<file path="config.mk">
export PLATFORM = sky130hd
export DESIGN_NAME = conv_window_gen
export DESIGN_NICKNAME = d
export VERILOG_FILES = /design/src/rtl/cnn_pkg.sv /design/src/rtl/line_buffer.sv /design/src/rtl/conv_window_gen.sv
export SDC_FILE = /design/constraint.sdc
export NUM_CORES = 1
export LEC_CHECK = 0
export CAP_MARGIN = 20
export CORE_MARGIN = 1.5
export CORE_UTILIZATION = 30
export CTS_CLUSTER_DIAMETER = 150
export DETAILED_ROUTE_END_ITERATION = 10
export PLACE_DENSITY = 0.46
export RECOVER_POWER = 100
export REMOVE_ABC_BUFFERS = 1
export SYNTH_ARGS = -nofsm -noshare
export SYNTH_HDL_FRONTEND = slang
export SYNTH_SLANG_ARGS = --single-unit
</file>
<file path="constraint.sdc">
create_clock -name clk_i -period 6.06 [get_ports clk_i]
set_input_delay 0.909 -clock clk_i [delete_from_list [all_inputs] [get_ports clk_i]]
set_output_delay 0.909 -clock clk_i [all_outputs]
set_load 0.005 [all_outputs]
</file>
<file path="src/rtl/cnn_pkg.sv">
// rtl/cnn_pkg.sv - shared constants and FSM state type for the 3x3 window generator
package cnn_pkg;

    localparam int KERNEL_DIM    = 3;
    localparam int KERNEL_SIZE   = KERNEL_DIM * KERNEL_DIM;

    // Window element indices of the right-hand column (i = 3*r + c)
    localparam int WIN_TOP_RIGHT = KERNEL_DIM - 1;
    localparam int WIN_MID_RIGHT = 2 * KERNEL_DIM - 1;
    localparam int WIN_NEWEST    = KERNEL_SIZE - 1;

    typedef enum logic [1:0] {
        S_IDLE   = 2'd0,
        S_PRIME  = 2'd1,
        S_STREAM = 2'd2,
        S_DONE   = 2'd3
    } win_state_t;

endpackage

</file>
<file path="src/rtl/line_buffer.sv">
// rtl/line_buffer.sv - single-row pixel store, combinational read, synchronous write
module line_buffer #(
    parameter int DATA_RES = 8,
    parameter int DEPTH    = 32,
    parameter int AW       = $clog2(DEPTH)
) (
    input  logic                clk_i,
    input  logic                we_i,
    input  logic [AW-1:0]       waddr_i,
    input  logic [DATA_RES-1:0] wdata_i,
    input  logic [AW-1:0]       raddr_i,
    output logic [DATA_RES-1:0] rdata_o
);

    logic [DATA_RES-1:0] mem_q [DEPTH];
    logic [DATA_RES-1:0] mem_d [DEPTH];

    // Read sees the old contents when the same address is written this cycle
    assign rdata_o = mem_q[raddr_i];

    // Next-state of the row store: one entry replaced on write
    always_comb begin
        mem_d = mem_q;
        if (we_i) begin
            mem_d[waddr_i] = wdata_i;
        end
    end

    // Row storage is never cleared; stale entries are masked by the window logic
    always_ff @(posedge clk_i) begin
        mem_q <= mem_d;
    end

endmodule

</file>
<file path="src/rtl/conv_window_gen.sv">
// rtl/conv_window_gen.sv - streaming 3x3 window generator with stall shared with the MAC
module conv_window_gen #(
    parameter int DATA_RES         = 8,
    parameter int KERNEL_SIZE      = 9,
    parameter int MAX_LINE_WIDTH   = 32,
    parameter int MAX_FRAME_HEIGHT = 32
) (
    input  logic                                  clk_i,
    input  logic                                  resetn_i,
    input  logic                                  DMA_not_ready,
    input  logic [$clog2(MAX_LINE_WIDTH+1)-1:0]   line_width_i,
    input  logic [$clog2(MAX_FRAME_HEIGHT+1)-1:0] frame_height_i,
    input  logic                                  start_i,
    input  logic [DATA_RES-1:0]                   pixel_i,
    input  logic                                  pixel_valid_i,
    output logic                                  pixel_ready_o,
    output logic [DATA_RES*KERNEL_SIZE-1:0]       pixel_grid_o,
    output logic                                  data_valid_o,
    output logic                                  busy_o,
    output logic                                  frame_done_o
);

    import cnn_pkg::*;

    localparam int LW_W = $clog2(MAX_LINE_WIDTH + 1);
    localparam int FH_W = $clog2(MAX_FRAME_HEIGHT + 1);
    localparam int AW   = $clog2(MAX_LINE_WIDTH);
    localparam int GW   = DATA_RES * KERNEL_SIZE;

    win_state_t          state_q, state_d;
    logic [LW_W-1:0]     col_q, col_d;
    logic [LW_W-1:0]     width_q, width_d;
    logic [FH_W-1:0]     row_q, row_d;
    logic [FH_W-1:0]     height_q, height_d;
    logic [GW-1:0]       grid_q, grid_d;
    logic                valid_q, valid_d;

    logic                accept;
    logic                geom_ok;
    logic                col_last;
    logic                row_last;
    logic [AW-1:0]       lb_addr;
    logic [DATA_RES-1:0] top_px;
    logic [DATA_RES-1:0] mid_px;

    assign pixel_ready_o = ((state_q == S_PRIME) || (state_q == S_STREAM)) && !DMA_not_ready;
    assign accept        = pixel_valid_i && pixel_ready_o;
    assign busy_o        = (state_q != S_IDLE);
    assign frame_done_o  = (state_q == S_DONE);
    assign pixel_grid_o  = grid_q;
    assign data_valid_o  = valid_q;

    assign geom_ok  = (line_width_i   >= LW_W'(3)) && (line_width_i   <= LW_W'(MAX_LINE_WIDTH)) &&
                      (frame_height_i >= FH_W'(3)) && (frame_height_i <= FH_W'(MAX_FRAME_HEIGHT));
    assign col_last = (col_q == width_q - LW_W'(1));
    assign row_last = (row_q == height_q - FH_W'(1));
    assign lb_addr  = col_q[AW-1:0];

    // lb0 holds the previous row, lb1 the row before it; lb1 is fed from lb0's old entry
    line_buffer #(.DATA_RES(DATA_RES), .DEPTH(MAX_LINE_WIDTH), .AW(AW)) u_lb0 (
        .clk_i   (clk_i),
        .we_i    (accept),
        .waddr_i (lb_addr),
        .wdata_i (pixel_i),
        .raddr_i (lb_addr),
        .rdata_o (mid_px)
    );

    line_buffer #(.DATA_RES(DATA_RES), .DEPTH(MAX_LINE_WIDTH), .AW(AW)) u_lb1 (
        .clk_i   (clk_i),
        .we_i    (accept),
        .waddr_i (lb_addr),
        .wdata_i (mid_px),
        .raddr_i (lb_addr),
        .rdata_o (top_px)
    );

    // Next-state: FSM, raster counters and window shift; everything holds under stall except DONE
    always_comb begin
        state_d  = state_q;
        col_d    = col_q;
        row_d    = row_q;
        width_d  = width_q;
        height_d = height_q;
        grid_d   = grid_q;
        valid_d  = valid_q;

        if (state_q == S_DONE) begin
            state_d = S_IDLE;
            if (!DMA_not_ready) begin
                valid_d = 1'b0;
            end
        end else if (!DMA_not_ready) begin
            valid_d = 1'b0;
            case (state_q)
                S_IDLE: begin
                    if (start_i && geom_ok) begin
                        width_d  = line_width_i;
                        height_d = frame_height_i;
                        col_d    = '0;
                        row_d    = '0;
                        state_d  = S_PRIME;
                    end
                end
                S_PRIME, S_STREAM: begin
                    if (accept) begin
                        for (int r = 0; r < KERNEL_DIM; r++) begin
                            for (int c = 0; c < KERNEL_DIM - 1; c++) begin
                                grid_d[(r*KERNEL_DIM + c)*DATA_RES +: DATA_RES] =
                                    grid_q[(r*KERNEL_DIM + c + 1)*DATA_RES +: DATA_RES];
                            end
                        end
                        grid_d[WIN_TOP_RIGHT*DATA_RES +: DATA_RES] = top_px;
                        grid_d[WIN_MID_RIGHT*DATA_RES +: DATA_RES] = mid_px;
                        grid_d[WIN_NEWEST*DATA_RES    +: DATA_RES] = pixel_i;

                        valid_d = (state_q == S_STREAM) && (col_q >= LW_W'(2));

                        if (col_last) begin
                            col_d = '0;
                            if (row_last) begin
                                state_d = S_DONE;
                            end else begin
                                row_d = row_q + FH_W'(1);
                                if ((state_q == S_PRIME) && (row_q == FH_W'(1))) begin
                                    state_d = S_STREAM;
                                end
                            end
                        end else begin
                            col_d = col_q + LW_W'(1);
                        end
                    end
                end
                default: begin
                    state_d = S_IDLE;
                end
            endcase
        end
    end

    // State register with asynchronous clear; partial frames are discarded on reset
    always_ff @(posedge clk_i or negedge resetn_i) begin
        if (!resetn_i) begin
            state_q  <= S_IDLE;
            col_q    <= '0;
            row_q    <= '0;
            width_q  <= '0;
            height_q <= '0;
            grid_q   <= '0;
            valid_q  <= 1'b0;
        end else begin
            state_q  <= state_d;
            col_q    <= col_d;
            row_q    <= row_d;
            width_q  <= width_d;
            height_q <= height_d;
            grid_q   <= grid_d;
            valid_q  <= valid_d;
        end
    end

endmodule

</file>
==> key figures <==
Outcome
  • Run status: finished with violations
  • Violations in the final reports: max-capacitance violations, max-slew violations

Routing
  • DR iter-0 viols: 1,024
  • Remaining design rule violation count: 0
  • Post-detailed-route wirelength per cell: 25.7 um
  • Total Wirelength: 63.8 mm
  • Post-DRT Antenna Nets: 0
  • Vias after detailed routing: 12,300
  • Average via count per standard cell: 4.97
  • Detailed-routing iteration count for the pre-antenna-repair pass: 5

Timing
  • Relative slew slack: -68.1%
  • Measured slew at the worst slew-check pin: 2520 ps
  • Pins Over Slew Limit: 752
  • Final critical-path share of the clock period: 80.0%
  • Final-report hold violation count: 0
  • Skew final: 21.7 ps
  • Number of setup violations in the final report: 0
  • RSZ-0062 raised after global routing: no
  • Shortest period the worst path allows: 4850 ps
  • Max Clock Freq: 206 MHz

Synth
  • Post-Synthesis Cell Area: 0.0240 mm2
  • Count of flip-flops with a built-in enable after synthesis: 512
  • Post-synth top area share: 64.1%
  • Sequential cell area fraction in the yosys report: 74.4%
  • Library cell with the highest instance count after synthesis: sky130_fd_sc_hd__edfxtp_1
  • Synth top cells by count: sky130_fd_sc_hd__edfxtp_1 (512), sky130_fd_sc_hd__mux4_2 (128), sky130_fd_sc_hd__dfrtp_1 (99)
  • Yosys Warn Count: 0
  • Cell taking the most area after synthesis: sky130_fd_sc_hd__edfxtp_1
  • Netlist cell types: 59
  • Synth Flop Type: sky130_fd_sc_hd__edfxtp_1
  • Syn Area/Cell: 19.9 um2
  • Total of flip-flops plus latches after synthesis: 611
  • Cell count after synthesis: 1,203
  • Cell types occupying the most area after synthesis: sky130_fd_sc_hd__edfxtp_1 (64%), sky130_fd_sc_hd__mux4_2 (12%), sky130_fd_sc_hd__dfrtp_1 (10%)
  • Post-synthesis async set-or-reset flop share: 16.2%

GRT
  • Layer with the highest usage after global routing: met2
  • Met3 layer usage reported by global route: 2.73%
  • Initial antenna violation count: 2
  • Vias in the first global route: 12,800
  • Grt total ovfl: 0
  • Met1 routing resource usage after global routing: 21.6%
  • Maximum number of pins on one net before global-route repair: 76
  • Met2 capacity usage during global routing: 25.6%
  • Wire length of the first global-routing pass: 92.3 mm
  • Total global routing track utilization: 15.7%

Pwr
  • Standby leakage power: 9.14 nW
  • Final total power: 0.0134 W
  • IR Drop Worst-Case VDD: 186 uV
  • Power density over the cells: 469 mW/mm2

Setup path
  • CP Buf/Inv Count: 3
  • Most used cell, CP: sky130_fd_sc_hd__clkbuf_1
  • Type of the worst setup path: reg -> reg
  • Kind of capture point of the worst setup path: register
  • Element type at the critical path start: register
  • Critical path peak fanout: 33
  • Reg-to-reg setup timing slack: 1210 ps
  • Slowest cell delay on critical path: 1250 ps
  • Arrival time worst endpoint: 5380 ps
  • Sequence of cells on the critical path: clkbuf_1 > nor2b_1 > and2_0 > clkbuf_1 > a22oi_1 > nand3_1 > buf_4 > mux2_2
  • Worst path top cell family by delay: buffers and inverters
  • Library cell contributing the largest single delay on the critical path: sky130_fd_sc_hd__clkbuf_1
  • Worst path required time: 6590 ps

Die
  • Initial standard-cell utilization of the core: 30.3%
  • Area enclosed by the die boundary: 0.0817 mm2
  • Horizontal die dimension: 286 um
  • Die Span Y: 286 um
  • Boundary Pins: 101
  • Cell row count: 103
  • Area of the placeable core: 0.0791 mm2

Clocking
  • Post-CTS setup buffer count: 0
  • Hold buffers post-CTS: 0
  • CTS-repair resized insts: 0
  • Clock root buffer: sky130_fd_sc_hd__clkbuf_16
  • Longest Clk Path Bufs: 3
  • H-tree levels: 3
  • TritonCTS Sinks: 611
  • CTS clk-pin slew, worst paths: 60 ps
  • Total clock buffers created by CTS: 67
  • Clk Latency, worst-skew pair: 610 ps
  • TritonCTS clock tree: done

Hold path
  • Worst hold path type: reg -> reg

Cells and area
  • Growth of design area from synthesis to finish: 18.7%
  • Layout cell share with drive strength beyond 1: 22.1%
  • Fin util: 36.0%
  • Nets@finish: 1,414

Placement
  • Final weighted congestion of routability-driven global placement: 0.761
  • Detailed placement HPWL: 37.4 mm
  • Port buffer count: 100

Job
  • Max_cap viols: 31
[power by group]
group	switching, W	internal, W
clock	0.00164	0.00222
combinational	0.00195	0.00171
sequential	0.000435	0.00542
[path summary, 6_finish.rpt]
path / from / endpoint / cells past startpoint
min in group asynchronous: resetn_i / pixel_grid_o[7] / 1
worst min-delay path: pixel_grid_o[54] / pixel_grid_o[54] / 1
max in group asynchronous: resetn_i / pixel_grid_o[68] / 2
worst min register to register: pixel_grid_o[54] / pixel_grid_o[54] / 1
worst max register to register: col_q[3] / pixel_grid_o[47] / 8
worst max-delay path: col_q[3] / pixel_grid_o[47] / 8
[cells by family after synthesis]
group                    count (synthesis)  synth area share [%]
AO/OA/AOI/OAI                          122                  3.83
AND/OR/NAND/NOR                        152                  3.14
multiplexers                           212                  16.1
XOR/XNOR                                12                 0.438
flip-flops                             611                  74.4
adder cells (fa/ha/maj)                 12                 0.626
buffers and inverters                   82                  1.46
[final cells by class]
cell class	instances	area [um2]
antenna	1	2.50
sequential	611	17900
clock buffer	102	1900
multi-input combinational	510	5760
clock inverter	20	156
inverter	18	67.6
timing repair buffer	169	1420
tap	1050	1310
fill	7394	50600
[placed cells by master (no fill, tap or decap), types with 6 or more instances in the layout]
master,n
sky130_fd_sc_hd__mux2_1,11
sky130_fd_sc_hd__mux4_2,128
sky130_fd_sc_hd__dlygate4sd3_1,84
sky130_fd_sc_hd__dfrtp_1,97
sky130_fd_sc_hd__clkbuf_16,69
sky130_fd_sc_hd__xor2_1,8
sky130_fd_sc_hd__o21ai_0,8
sky130_fd_sc_hd__a22oi_1,33
sky130_fd_sc_hd__nand3_1,24
sky130_fd_sc_hd__a22o_1,9
sky130_fd_sc_hd__nand2b_1,6
sky130_fd_sc_hd__nand2_1,20
sky130_fd_sc_hd__edfxtp_1,512
sky130_fd_sc_hd__nor2b_1,11
sky130_fd_sc_hd__clkdlybuf4s50_1,15
sky130_fd_sc_hd__nor2_1,51
sky130_fd_sc_hd__clkinv_1,11
sky130_fd_sc_hd__clkbuf_1,73
sky130_fd_sc_hd__a21oi_1,16
sky130_fd_sc_hd__buf_4,17
sky130_fd_sc_hd__ha_1,12
sky130_fd_sc_hd__mux2_2,69
sky130_fd_sc_hd__a211oi_1,11
sky130_fd_sc_hd__inv_1,17
sky130_fd_sc_hd__a32o_1,8
[registers in the layout, summed over array words and instances (netlist names)]
signal	count
u_lb0.mem_q	256
u_lb1.mem_q	256
pixel_grid_o	72
col_q	6
height_q	6
row_q	6
width_q	6
state_q	2
data_valid_o	1
[metal layers]
| metal | vias to the layer above | routed length, um |
|---|---|---|
| met5 | - | 0 |
| met4 | 0 | 1580 |
| met3 | 89 | 2820 |
| met2 | 301 | 31200 |
| met1 | 6651 | 28200 |
| li1 | 5287 | - |
[per-stage QoR]
stage | cell area, um2 | TNS, ps | std cells | setup WS (ps) | hold slack [ps]
after CTS | 28600 | 0 | 2476 | 2100 | 320
after global routing | 28500 | 0 | 2481 | 1030 | 518
after detailed placement | 26600 | 0 | 2354 | 2120 | 494
final | 28500 | 0 | 2481 | 1210 | 496
after floorplan | 23700 | -575930 | 1139 | -1190 | 489
after global placement | 26600 | 0 | 2354 | 2120 | 489
Power figures use the tool's default switching activity.
